===== config.mk =====
export PLATFORM = sky130hd
export DESIGN_NAME = reg_window_ctrl_flat
export DESIGN_NICKNAME = d
export VERILOG_FILES = /design/src/rtl/reg_window_pkg.sv /design/src/rtl/reg_window_ctrl_if.sv /design/src/rtl/reg_window_ctrl_win_xfer_seq.sv /design/src/rtl/reg_window_ctrl.sv /design/src/flat_wrapper.sv
export SDC_FILE = /design/constraint.sdc
export NUM_CORES = 1
export LEC_CHECK = 0
export CAP_MARGIN = 0
export CORE_MARGIN = 8
export CORE_UTILIZATION = 34
export DETAILED_ROUTE_END_ITERATION = 6
export PLACE_DENSITY = 0.92
export SYNTH_ARGS = -nofsm -noshare
export SYNTH_HDL_FRONTEND = slang
export SYNTH_SLANG_ARGS = --single-unit
export TNS_END_PERCENT = 50

===== constraint.sdc =====
create_clock -name Clk -period 3.66 [get_ports Clk]
set_input_delay 0.549 -clock Clk [delete_from_list [all_inputs] [get_ports Clk]]
set_output_delay 0.549 -clock Clk [all_outputs]
set_load 0.02 [all_outputs]

===== src/rtl/reg_window_pkg.sv =====
// Shared types and constants for the SPARC register-window controller.
package reg_window_pkg;

    localparam int unsigned NumWin = 4;
    localparam logic [4:0] LocalBase = 5'd16;  // r16: first local register of a window
    localparam logic [NumWin-1:0] WimRst = 4'b0010;

    typedef enum logic [2:0] {
        StIdle,
        StCheck,
        StSpill,
        StFill,
        StFinish
    } win_state_e;

    function automatic logic [NumWin-1:0] win_onehot(input logic [1:0] w);
        return 4'b0001 << w;
    endfunction

endpackage


===== src/rtl/reg_window_ctrl_if.sv =====
// Data-memory port used by the window controller for spill/fill traffic.
interface reg_window_ctrl_if #(
    parameter int unsigned AW = 10
);
    logic          mem_req;
    logic          mem_we;
    logic [AW-1:0] mem_addr;
    logic [31:0]   mem_wdata;
    logic          mem_ack;
    logic [31:0]   mem_rdata;

    modport master (
        output mem_req, mem_we, mem_addr, mem_wdata,
        input  mem_ack, mem_rdata
    );

    modport slave (
        input  mem_req, mem_we, mem_addr, mem_wdata,
        output mem_ack, mem_rdata
    );
endinterface


===== src/rtl/reg_window_ctrl_win_xfer_seq.sv =====
// 16-word transfer sequencer shared by spill and fill: word counter,
// request/write strobes and stack address {ptr, idx}.
module win_xfer_seq #(
    parameter int unsigned PTR_W = 4,
    parameter int unsigned AW    = 10
) (
    input  logic             Clk,
    input  logic             Reset,
    input  logic             run,
    input  logic             write,
    input  logic [PTR_W-1:0] ptr,
    input  logic             ack,
    output logic [3:0]       idx,
    output logic             last,
    output logic             req,
    output logic             we,
    output logic [AW-1:0]    addr
);

    logic [3:0] idx_q;

    // Word counter; restarts at 0 whenever no transfer is running.
    always_ff @(posedge Clk) begin
        if (Reset || !run) begin
            idx_q <= '0;
        end else if (ack) begin
            idx_q <= idx_q + 4'd1;
        end
    end

    assign idx  = idx_q;
    assign req  = run;
    assign we   = run & write;
    assign last = run & ack & (idx_q == 4'hF);

    // Zero-extended {ptr, idx} address, forced to 0 while idle.
    always_comb begin
        addr = '0;
        if (run) begin
            addr[PTR_W+3:0] = {ptr, idx_q};
        end
    end

endmodule


===== src/rtl/reg_window_ctrl.sv =====
// SPARC 4-window register window manager: owns CWP/WIM, serves SAVE/RESTORE,
// spills/fills r16..r31 to a memory stack on overflow/underflow.
// Optional macro WIN_STATS_EN adds saturating spill/fill completion counters.
module reg_window_ctrl
    import reg_window_pkg::*;
#(
    parameter int unsigned NWIN  = NumWin,
    parameter int unsigned PTR_W = 4,
    parameter int unsigned AW    = 10
) (
    input  logic            Clk,
    input  logic            Reset,
    input  logic            save_req,
    input  logic            restore_req,
    input  logic            wim_we,
    input  logic [NWIN-1:0] wim_in,
    output logic            done,
    output logic            trap,
    output logic            busy,
    output logic [1:0]      cwp,
    output logic [NWIN-1:0] wim,
    output logic [1:0]      rf_cwp,
    output logic [4:0]      rf_ra,
    output logic [4:0]      rf_rc,
    output logic            rf_rfe,
    output logic [31:0]     rf_rin,
    input  logic [31:0]     rf_aout,
    reg_window_ctrl_if.master mem
`ifdef WIN_STATS_EN
    ,
    output logic [15:0]     spill_cnt,
    output logic [15:0]     fill_cnt
`endif
);

    win_state_e      state_q;
    logic [1:0]      cwp_q;
    logic [1:0]      tgt_q;  // window being spilled (S) or filled (F)
    logic [NWIN-1:0] wim_q;
    logic [PTR_W-1:0] ptr_q;
    logic            is_save_q;
    logic            done_q;
    logic            trap_q;
    logic            busy_q;

    logic [1:0]    save_n;
    logic [1:0]    rest_n;
    logic          xfer_run;
    logic          xfer_write;
    logic          xfer_last;
    logic [3:0]    xfer_idx;
    logic          xfer_req;
    logic          xfer_we;
    logic [AW-1:0] xfer_addr;

    assign save_n     = cwp_q - 2'd1;
    assign rest_n     = cwp_q + 2'd1;
    assign xfer_run   = (state_q == StSpill) || (state_q == StFill);
    assign xfer_write = (state_q == StSpill);

    win_xfer_seq #(
        .PTR_W(PTR_W),
        .AW   (AW)
    ) u_xfer (
        .Clk  (Clk),
        .Reset(Reset),
        .run  (xfer_run),
        .write(xfer_write),
        .ptr  (ptr_q),
        .ack  (mem.mem_ack),
        .idx  (xfer_idx),
        .last (xfer_last),
        .req  (xfer_req),
        .we   (xfer_we),
        .addr (xfer_addr)
    );

    // Main FSM: window bookkeeping plus registered done/trap/busy.
    always_ff @(posedge Clk) begin
        if (Reset) begin
            state_q   <= StIdle;
            cwp_q     <= '0;
            tgt_q     <= '0;
            wim_q     <= WimRst;
            ptr_q     <= '0;
            is_save_q <= 1'b0;
            done_q    <= 1'b0;
            trap_q    <= 1'b0;
            busy_q    <= 1'b0;
        end else begin
            done_q <= 1'b0;
            trap_q <= 1'b0;
            case (state_q)
                StIdle: begin
                    if (wim_we) begin
                        wim_q <= wim_in;
                    end
                    // SAVE wins; a concurrent RESTORE simply stays pending.
                    if (save_req || restore_req) begin
                        is_save_q <= save_req;
                        state_q   <= StCheck;
                        busy_q    <= 1'b1;
                    end
                end
                StCheck: begin
                    if (is_save_q) begin
                        if (!wim_q[save_n]) begin
                            cwp_q   <= save_n;
                            done_q  <= 1'b1;
                            state_q <= StFinish;
                        end else if (ptr_q == {PTR_W{1'b1}}) begin
                            trap_q  <= 1'b1;
                            busy_q  <= 1'b0;
                            state_q <= StIdle;
                        end else begin
                            tgt_q   <= save_n - 2'd1;
                            state_q <= StSpill;
                        end
                    end else begin
                        if (!wim_q[rest_n]) begin
                            cwp_q   <= rest_n;
                            done_q  <= 1'b1;
                            state_q <= StFinish;
                        end else if (ptr_q == '0) begin
                            trap_q  <= 1'b1;
                            busy_q  <= 1'b0;
                            state_q <= StIdle;
                        end else begin
                            ptr_q   <= ptr_q - 1'b1;
                            tgt_q   <= rest_n;
                            state_q <= StFill;
                        end
                    end
                end
                StSpill: begin
                    if (xfer_last) begin
                        ptr_q   <= ptr_q + 1'b1;
                        wim_q   <= win_onehot(tgt_q);
                        cwp_q   <= save_n;
                        done_q  <= 1'b1;
                        state_q <= StFinish;
                    end
                end
                StFill: begin
                    if (xfer_last) begin
                        wim_q   <= win_onehot(tgt_q + 2'd1);
                        cwp_q   <= tgt_q;
                        done_q  <= 1'b1;
                        state_q <= StFinish;
                    end
                end
                StFinish: begin
                    busy_q  <= 1'b0;
                    state_q <= StIdle;
                end
                default: begin
                    busy_q  <= 1'b0;
                    state_q <= StIdle;
                end
            endcase
        end
    end

    // Register-file steering: the controller only borrows the file during spill/fill.
    always_comb begin
        rf_cwp         = cwp_q;
        rf_ra          = '0;
        rf_rc          = '0;
        rf_rfe         = 1'b1;
        rf_rin         = '0;
        mem.mem_wdata  = '0;
        case (state_q)
            StSpill: begin
                rf_cwp        = tgt_q;
                rf_ra         = LocalBase + {1'b0, xfer_idx};
                mem.mem_wdata = rf_aout;
            end
            StFill: begin
                rf_cwp = tgt_q;
                rf_rc  = LocalBase + {1'b0, xfer_idx};
                if (mem.mem_ack) begin
                    rf_rfe = 1'b0;
                    rf_rin = mem.mem_rdata;
                end
            end
            default: ;
        endcase
    end

    assign mem.mem_req  = xfer_req;
    assign mem.mem_we   = xfer_we;
    assign mem.mem_addr = xfer_addr;

    assign done = done_q;
    assign trap = trap_q;
    assign busy = busy_q;
    assign cwp  = cwp_q;
    assign wim  = wim_q;

`ifdef WIN_STATS_EN
    logic [15:0] spill_cnt_q;
    logic [15:0] fill_cnt_q;

    // Saturating completion counters.
    always_ff @(posedge Clk) begin
        if (Reset) begin
            spill_cnt_q <= '0;
            fill_cnt_q  <= '0;
        end else if (xfer_last) begin
            if (state_q == StSpill && spill_cnt_q != 16'hFFFF) begin
                spill_cnt_q <= spill_cnt_q + 16'd1;
            end
            if (state_q == StFill && fill_cnt_q != 16'hFFFF) begin
                fill_cnt_q <= fill_cnt_q + 16'd1;
            end
        end
    end

    assign spill_cnt = spill_cnt_q;
    assign fill_cnt  = fill_cnt_q;
`endif

endmodule


===== src/flat_wrapper.sv =====
// flat-port wrapper written by rule: the top's interface ports become plain ports
module reg_window_ctrl_flat import reg_window_pkg::*;
#(
    parameter int unsigned NWIN  = NumWin,
    parameter int unsigned PTR_W = 4,
    parameter int unsigned AW    = 10
)
  (Clk, Reset, save_req, restore_req, wim_we, wim_in, done, trap, busy, cwp, wim, rf_cwp, rf_ra, rf_rc, rf_rfe, rf_rin, rf_aout, mem_mem_req, mem_mem_we, mem_mem_addr, mem_mem_wdata, mem_mem_ack, mem_mem_rdata);
  reg_window_ctrl_if #(.AW(AW)) mem_i ();
  input  logic Clk;
  input  logic Reset;
  input  logic save_req;
  input  logic restore_req;
  input  logic wim_we;
  input  logic [NWIN-1:0] wim_in;
  output logic done;
  output logic trap;
  output logic busy;
  output logic [1:0] cwp;
  output logic [NWIN-1:0] wim;
  output logic [1:0] rf_cwp;
  output logic [4:0] rf_ra;
  output logic [4:0] rf_rc;
  output logic rf_rfe;
  output logic [31:0] rf_rin;
  input  logic [31:0] rf_aout;
  output wire logic [$bits(mem_i.mem_req)-1:0] mem_mem_req;
  output wire logic [$bits(mem_i.mem_we)-1:0] mem_mem_we;
  output wire logic [$bits(mem_i.mem_addr)-1:0] mem_mem_addr;
  output wire logic [$bits(mem_i.mem_wdata)-1:0] mem_mem_wdata;
  input wire logic [$bits(mem_i.mem_ack)-1:0] mem_mem_ack;
  input wire logic [$bits(mem_i.mem_rdata)-1:0] mem_mem_rdata;
  assign mem_mem_req = mem_i.mem_req;
  assign mem_mem_we = mem_i.mem_we;
  assign mem_mem_addr = mem_i.mem_addr;
  assign mem_mem_wdata = mem_i.mem_wdata;
  assign mem_i.mem_ack = mem_mem_ack;
  assign mem_i.mem_rdata = mem_mem_rdata;
  reg_window_ctrl #(.NWIN(NWIN), .PTR_W(PTR_W), .AW(AW)) u_core (.Clk(Clk), .Reset(Reset), .save_req(save_req), .restore_req(restore_req), .wim_we(wim_we), .wim_in(wim_in), .done(done), .trap(trap), .busy(busy), .cwp(cwp), .wim(wim), .rf_cwp(rf_cwp), .rf_ra(rf_ra), .rf_rc(rf_rc), .rf_rfe(rf_rfe), .rf_rin(rf_rin), .rf_aout(rf_aout), .mem(mem_i));
endmodule

After elaboration in Yosys (flattened, before gate mapping)
Cells that the tools add are included.

Bits in registers: 23. Input port bits: 74. Output and inout bits: 98. Logic and storage cells: 126.

$add $sub $neg: 8. Order comparisons: 2. Equal/unequal tests: 22. Shifts and indexed selects: 2. Mux-type cells: 58. Bitwise logic cells: 5. Reductions and logical operators: 19.

Operator list (count): 2-to-1 mux 32 bit (3); 2-to-1 mux 4 bit (7); 2-to-1 mux 2 bit (13); 2-to-1 mux 1 bit (19); 2-to-1 mux 3 bit (5); AND reduction 5 bit (3); inequality test 2 bit, second input constant (6); one-hot mux 4 bit (3 select lines) (1); 2-to-1 mux 5 bit (2); inequality test 2 x 1 -> 1 bit, second input constant (5); inequality test 3 bit, second input constant (3); one-hot mux 3 bit (3 select lines) (1); adder 4 x 1 -> 4 bit, second input constant (2); == test 4 bit, second input constant (2); 2-to-1 mux 8 bit (1); one-hot mux 4 bit (2 select lines) (1); << shifter 1 x 2 -> 4 bit, first input constant (2); == test 3 x 2 -> 1 bit, second input constant (2); < comparator 2 x 3 -> 1 bit, second input constant (2); inequality test 3 x 1 -> 1 bit, second input constant (2); one-hot mux 2 bit (3 select lines) (1); AND reduction 6 bit (1); nonzero test 3 bit (2); adder 5 x 4 -> 5 bit, first input constant (1); 18 further kinds (29).

Logic depth before layout (Yosys ltp)
Depth in word-level cells: 6. Gate-level depth with buffers: 9.

Cells and area by module
From an unflattened synthesis, not the netlist that was laid out.

Cell total of the unflattened synthesis: 251. Area, all modules: 1976.9 µm².

By module, submodules not included: reg_window_ctrl (times used 1, cells an instance 218, area each 1694.1 µm², seq. area each 380.4 µm²); win_xfer_seq (times used 1, cells an instance 33, area each 282.8 µm², seq. area each 80.1 µm²).

Least setup slack after synthesis
OpenSTA, ideal clock, no wires.

Path type: reg2out. Start point: register u_core.state_q[2]. End point: output port rf_cwp[0]. Arrival time: 1847 ps. Required time: 3111 ps. Setup slack: 1264 ps. Stages on the path, launching flop included: 7. Buffers on the path: 3. Cell sequence: dfxtp_1 -> nand2b_1 -> clkbuf_1 -> inv_1 -> clkbuf_1 -> clkbuf_1 -> o21ai_0.

Cells in the longest elaborated chain, start to end: 3. Elaborated cells between the ends (all ways): 4.

RTL lines: from (decl) (line reg_window_ctrl.sv:36) `win_state_e state_q;`; from (signal assigned) (line reg_window_ctrl.sv:81) `state_q <= StIdle;`; from (signal assigned) (line reg_window_ctrl.sv:101) `state_q <= StCheck;`; from (signal assigned) (line reg_window_ctrl.sv:110) `state_q <= StFinish;`; == test 3 x 2 -> 1 bit (line reg_window_ctrl.sv:172) `case (state_q)`; OR reduction 2 bit (no line) *; 2-to-1 mux 2 bit * (line reg_window_ctrl.sv:172); to (decl) (line flat_wrapper.sv:21) `output logic [1:0] rf_cwp;`.

Mark *: on every way between the ends. The rest lies on a longest branch, timed or not.

Final worst setup path
Start point: register u_core.state_q[1]. End point: output port rf_rin[25].

Cells in the longest elaborated chain, start to end: 2.

RTL lines: == test 3 x 2 -> 1 bit (line reg_window_ctrl.sv:172); 2-to-1 mux 32 bit (line reg_window_ctrl.sv:172); to (decl) (line flat_wrapper.sv:25) `output logic [31:0] rf_rin;`.

Every way passes these cells.

==> impl_metrics.py <==
metrics = {
    "run": {
        "drv_cap": 0,
    },
    "sta": {
        "hold_viol_final": 0,
        "setup_viol": 0,
        "relSlewSlack": 0.397,
        "fin_skew_ps": 3.78,
        "clock.fmax_mhz": 337,
        "worst_pin_slew_ps": 902,
        "finalCritPeriodShare": 0.811,
        "setup_ws_ps": 690,
        "rsz0062_at_grt": "no",
        "maxSlewViolCount": 0,
        "period_minus_slack_ps": 2970,
        "tns_ps": 0,
    },
    "synthesis": {
        "ys.flop_type": "dfxtp_1",
        "syn_area_sq_um": 1960,
        "synth.top_cell.area_share": 0.235,
        "syn_area_per_cell_sq_um": 7.53,
        "yosys.area.top_type": "dfxtp_1",
        "synth_async_sr_flop_share": 0,
        "synth-edff-count": 0,
        "ys_warn_count": 0,
        "synth_cells": 260,
        "ys_seq_elements": 23,
        "netlist_top_cells_area": "dfxtp_1 (24%), and2_1 (23%), mux2i_1 (4.1%)",
        "ys_seq_area_frac": 0.235,
        "ys_types": 48,
    },
    "drt": {
        "drtAntennaViolNets": 0,
        "avgRoutedWirePerCell_um": 16.5,
        "via_per_inst": 4.90,
        "drt_iter0_markers": 138,
        "drt_pass1_iterations": 4,
        "route.detailed.drc": 0,
        "via_count": 2392,
        "routed_wl_mm": 8.06,
    },
    "critical_path": {
        "cpMostUsedCell": "buf_4",
        "worstSetupEndpointType": "primary output",
        "path_cells": "nand2b_1, inv_1, buf_4, and3_1, buf_4, and2_1, clkdlybuf4s50_1",
        "r2r_cells": 5,
        "cpPeakStageDelay_ps": 630,
        "r2r_slack_ps": 1340,
        "crit_fanout": 33,
        "worstPathRequired_ps": 3110,
        "cp_top_family": "buffers and inverters",
        "worstReg2RegStart": "u_core.state_q[0]$_SDFFE_PP0P_",
        "path_depth": 7,
        "cp-start-kind": "flip-flop",
        "slowest_stage": "clkdlybuf4s50_1",
        "cp.arrival_ps": 2420,
        "crit_buf_inv": 4,
        "crit_type": "reg2out",
        "r2r_end": "u_core.ptr_q[3]$_SDFFE_PP0P_",
    },
    "clock_tree": {
        "postCtsSetupBuffers": 0,
        "clk_pin_slew_ps": 90,
        "cts_resized": 0,
        "cts_tree": "built",
        "numCtsBuffers": 3,
        "clockBufferDepth": 2,
        "root_buffer": "clkbuf_8",
        "htree_levels": 1,
        "numClockSinks": 23,
        "ctsHoldBuffers": 0,
        "clock_latency_ps": 270,
    },
    "die": {
        "core_sq_um": 5540,
        "dieHeight_um": 91.9,
        "chipWidth_um": 91.9,
        "initial_core_util": 0.353,
        "dieArea_sq_um": 8440,
        "rows": 27,
        "num_io_pins": 172,
    },
    "place": {
        "gp_congestion": 0.807,
        "dp_hpwl_mm": 6.73,
        "placed_area_sq_um": 3670,
        "portBuffers": 169,
        "post-place-ws_ps": 744,
    },
    "hold_path": {
        "min_path_type": "reg2reg",
        "whs_path_depth": 2,
        "whs_endpoint": "u_core.tgt_q[0]$_SDFFE_PP0P_",
        "hp-start": "u_core.tgt_q[0]$_SDFFE_PP0P_",
    },
    "run_status": {
        "status": "complete, no violations",
    },
    "final_layout": {
        "area_growth_pct": 90.0,
        "post-route-util": 0.672,
        "n_antenna_cell": 0,
        "finalInstanceArea_sq_um": 3720,
        "nets": 496,
        "n_fill_cell": 428,
        "register_area_sq_um": 460,
        "drive_above_1_share": 0.0457,
        "multiInputGateArea_sq_um": 1380,
    },
    "global_routing": {
        "grt_pass1_vias": 2377,
        "gr-usage-all-layers": 0.181,
        "grt_first_pass_wirelength_mm": 12.7,
        "grt-ovfl-total": 0,
        "grt_max_degree": 39,
        "antenna_found_initial": 0,
    },
    "power": {
        "p_per_area_nw_per_um2": 179,
        "p_leak_nw": 1.45,
        "vdd_ir_drop_max_mv": 0.133,
    },
}
[cell families (layout without fill, tap and decap cells)]
kind of cell               Yosys count  count (layout)  share of synthesized area
buffers and inverters               28             183                     0.0645
DFF                                 23              23                      0.235
muxes                               11              11                     0.0696
and+or+nand+nor                    154             154                      0.452
xor gates and xnor gates             8               8                     0.0358
adders and majority gates            5               5                     0.0319
other                                1               2                    0.00192
AOI/OAI and AO/OA                   30              30                      0.109
[how the worst max path moves through the flow]
stage	from	to	slack, ps
2_1_floorplan	u_core.state_q[2]$_SDFFE_PP0P_	rf_cwp[0]	1260
3_3_place_gp	mem_mem_ack	rf_rin[10]	800
3_5_place_dp	mem_mem_ack	rf_rin[25]	740
4_1_cts	u_core.state_q[1]$_SDFFE_PP0P_	rf_rin[25]	690
5_1_grt	u_core.state_q[1]$_SDFFE_PP0P_	rf_rin[14]	490
6_report	u_core.state_q[1]$_SDFFE_PP0P_	rf_rin[25]	690
[state kept, by name, indices dropped and copies added (netlist names)]
signal and cells:
u_core.busy 1, u_core.cwp 2, u_core.done 1, u_core.is_save_q 1, u_core.ptr_q 4, u_core.state_q 3, u_core.tgt_q 2, u_core.trap 1
u_core.u_xfer.idx 4, u_core.wim 4
[per-layer routing]
metal | track usage | up-vias | part of all wire
met1 | 0.186 | 1086 | 0.36
met2 | 0.357 | 109 | 0.55
met5 | 0 | - | 0
met4 | 0.0389 | 0 | 0.012
met3 | 0.0432 | 8 | 0.072
li1 | - | 1189 | -
[worst min-delay path: stages, from the launching register on]
cell and delay [ps]:
dfxtp_1 340, nor2_1 120, a211oi_1 60
[cell usage after synthesis (5+ instances only)]
cell	count
and3_1	5
nand2_1	16
mux2i_1	8
inv_1	6
a21oi_1	8
o21ai_0	5
and2_1	73
dfxtp_1	23
ha_1	5
nor2b_1	7
nor2_1	17
clkbuf_1	16
xor2_1	5
nor3_1	13
[report_power, final]
group	internal (mW)	leakage, nW	total (mW)	switching [mW]
Sequential	0.262	0.187	0.286	0.0243
Combinational	0.134	1.23	0.222	0.0876
Clock	0.0760	0.0255	0.160	0.0840
Total	0.472	1.45	0.668	0.196
[cells in the final DEF (no fill, tap or decap), drive strengths merged, types with 2 or more instances in the layout]
master           n
o21ai            6
o32ai            2
ha               5
clkbuf           3
buf              4
nor3b            3
clkdlybuf4s50  169
nor2b            7
inv              6
a21oi            8
xnor2            3
a22oi            3
nand4            3
nand2b           3
mux2i            8
or4              2
nand3b           2
and2            74
nor2            17
dfxtp           23
nor3            13
a211oi           3
mux4             2
xor2             5
and3             5
nand3            3
a311oi           2
o22ai            2
conb             2
nand2           16
[stage by stage]
| step | hold slack (ps) | total power [mW] | std cells |
|---|---|---|---|
| 4_1_cts | 562 | 0.668 | 488 |
| 2_1_floorplan | 507 | 0.387 | 261 |
| 6_report | 561 | 0.668 | 488 |
| 3_5_place_dp | 544 | 0.512 | 484 |
| 3_3_place_gp | 520 | 0.507 | 484 |
| 5_1_grt | 591 | 0.699 | 488 |
[area by class of cell]
cell class,count,area share
Timing Repair Buffer,173,0.463
Clock inverter,1,0.00134
Sequential cell,23,0.124
Inverter,6,0.00605
Clock buffer,3,0.0111
Tap cell,72,0.0242
Multi-Input combinational cell,210,0.371
(Power assumes the default switching activity.)
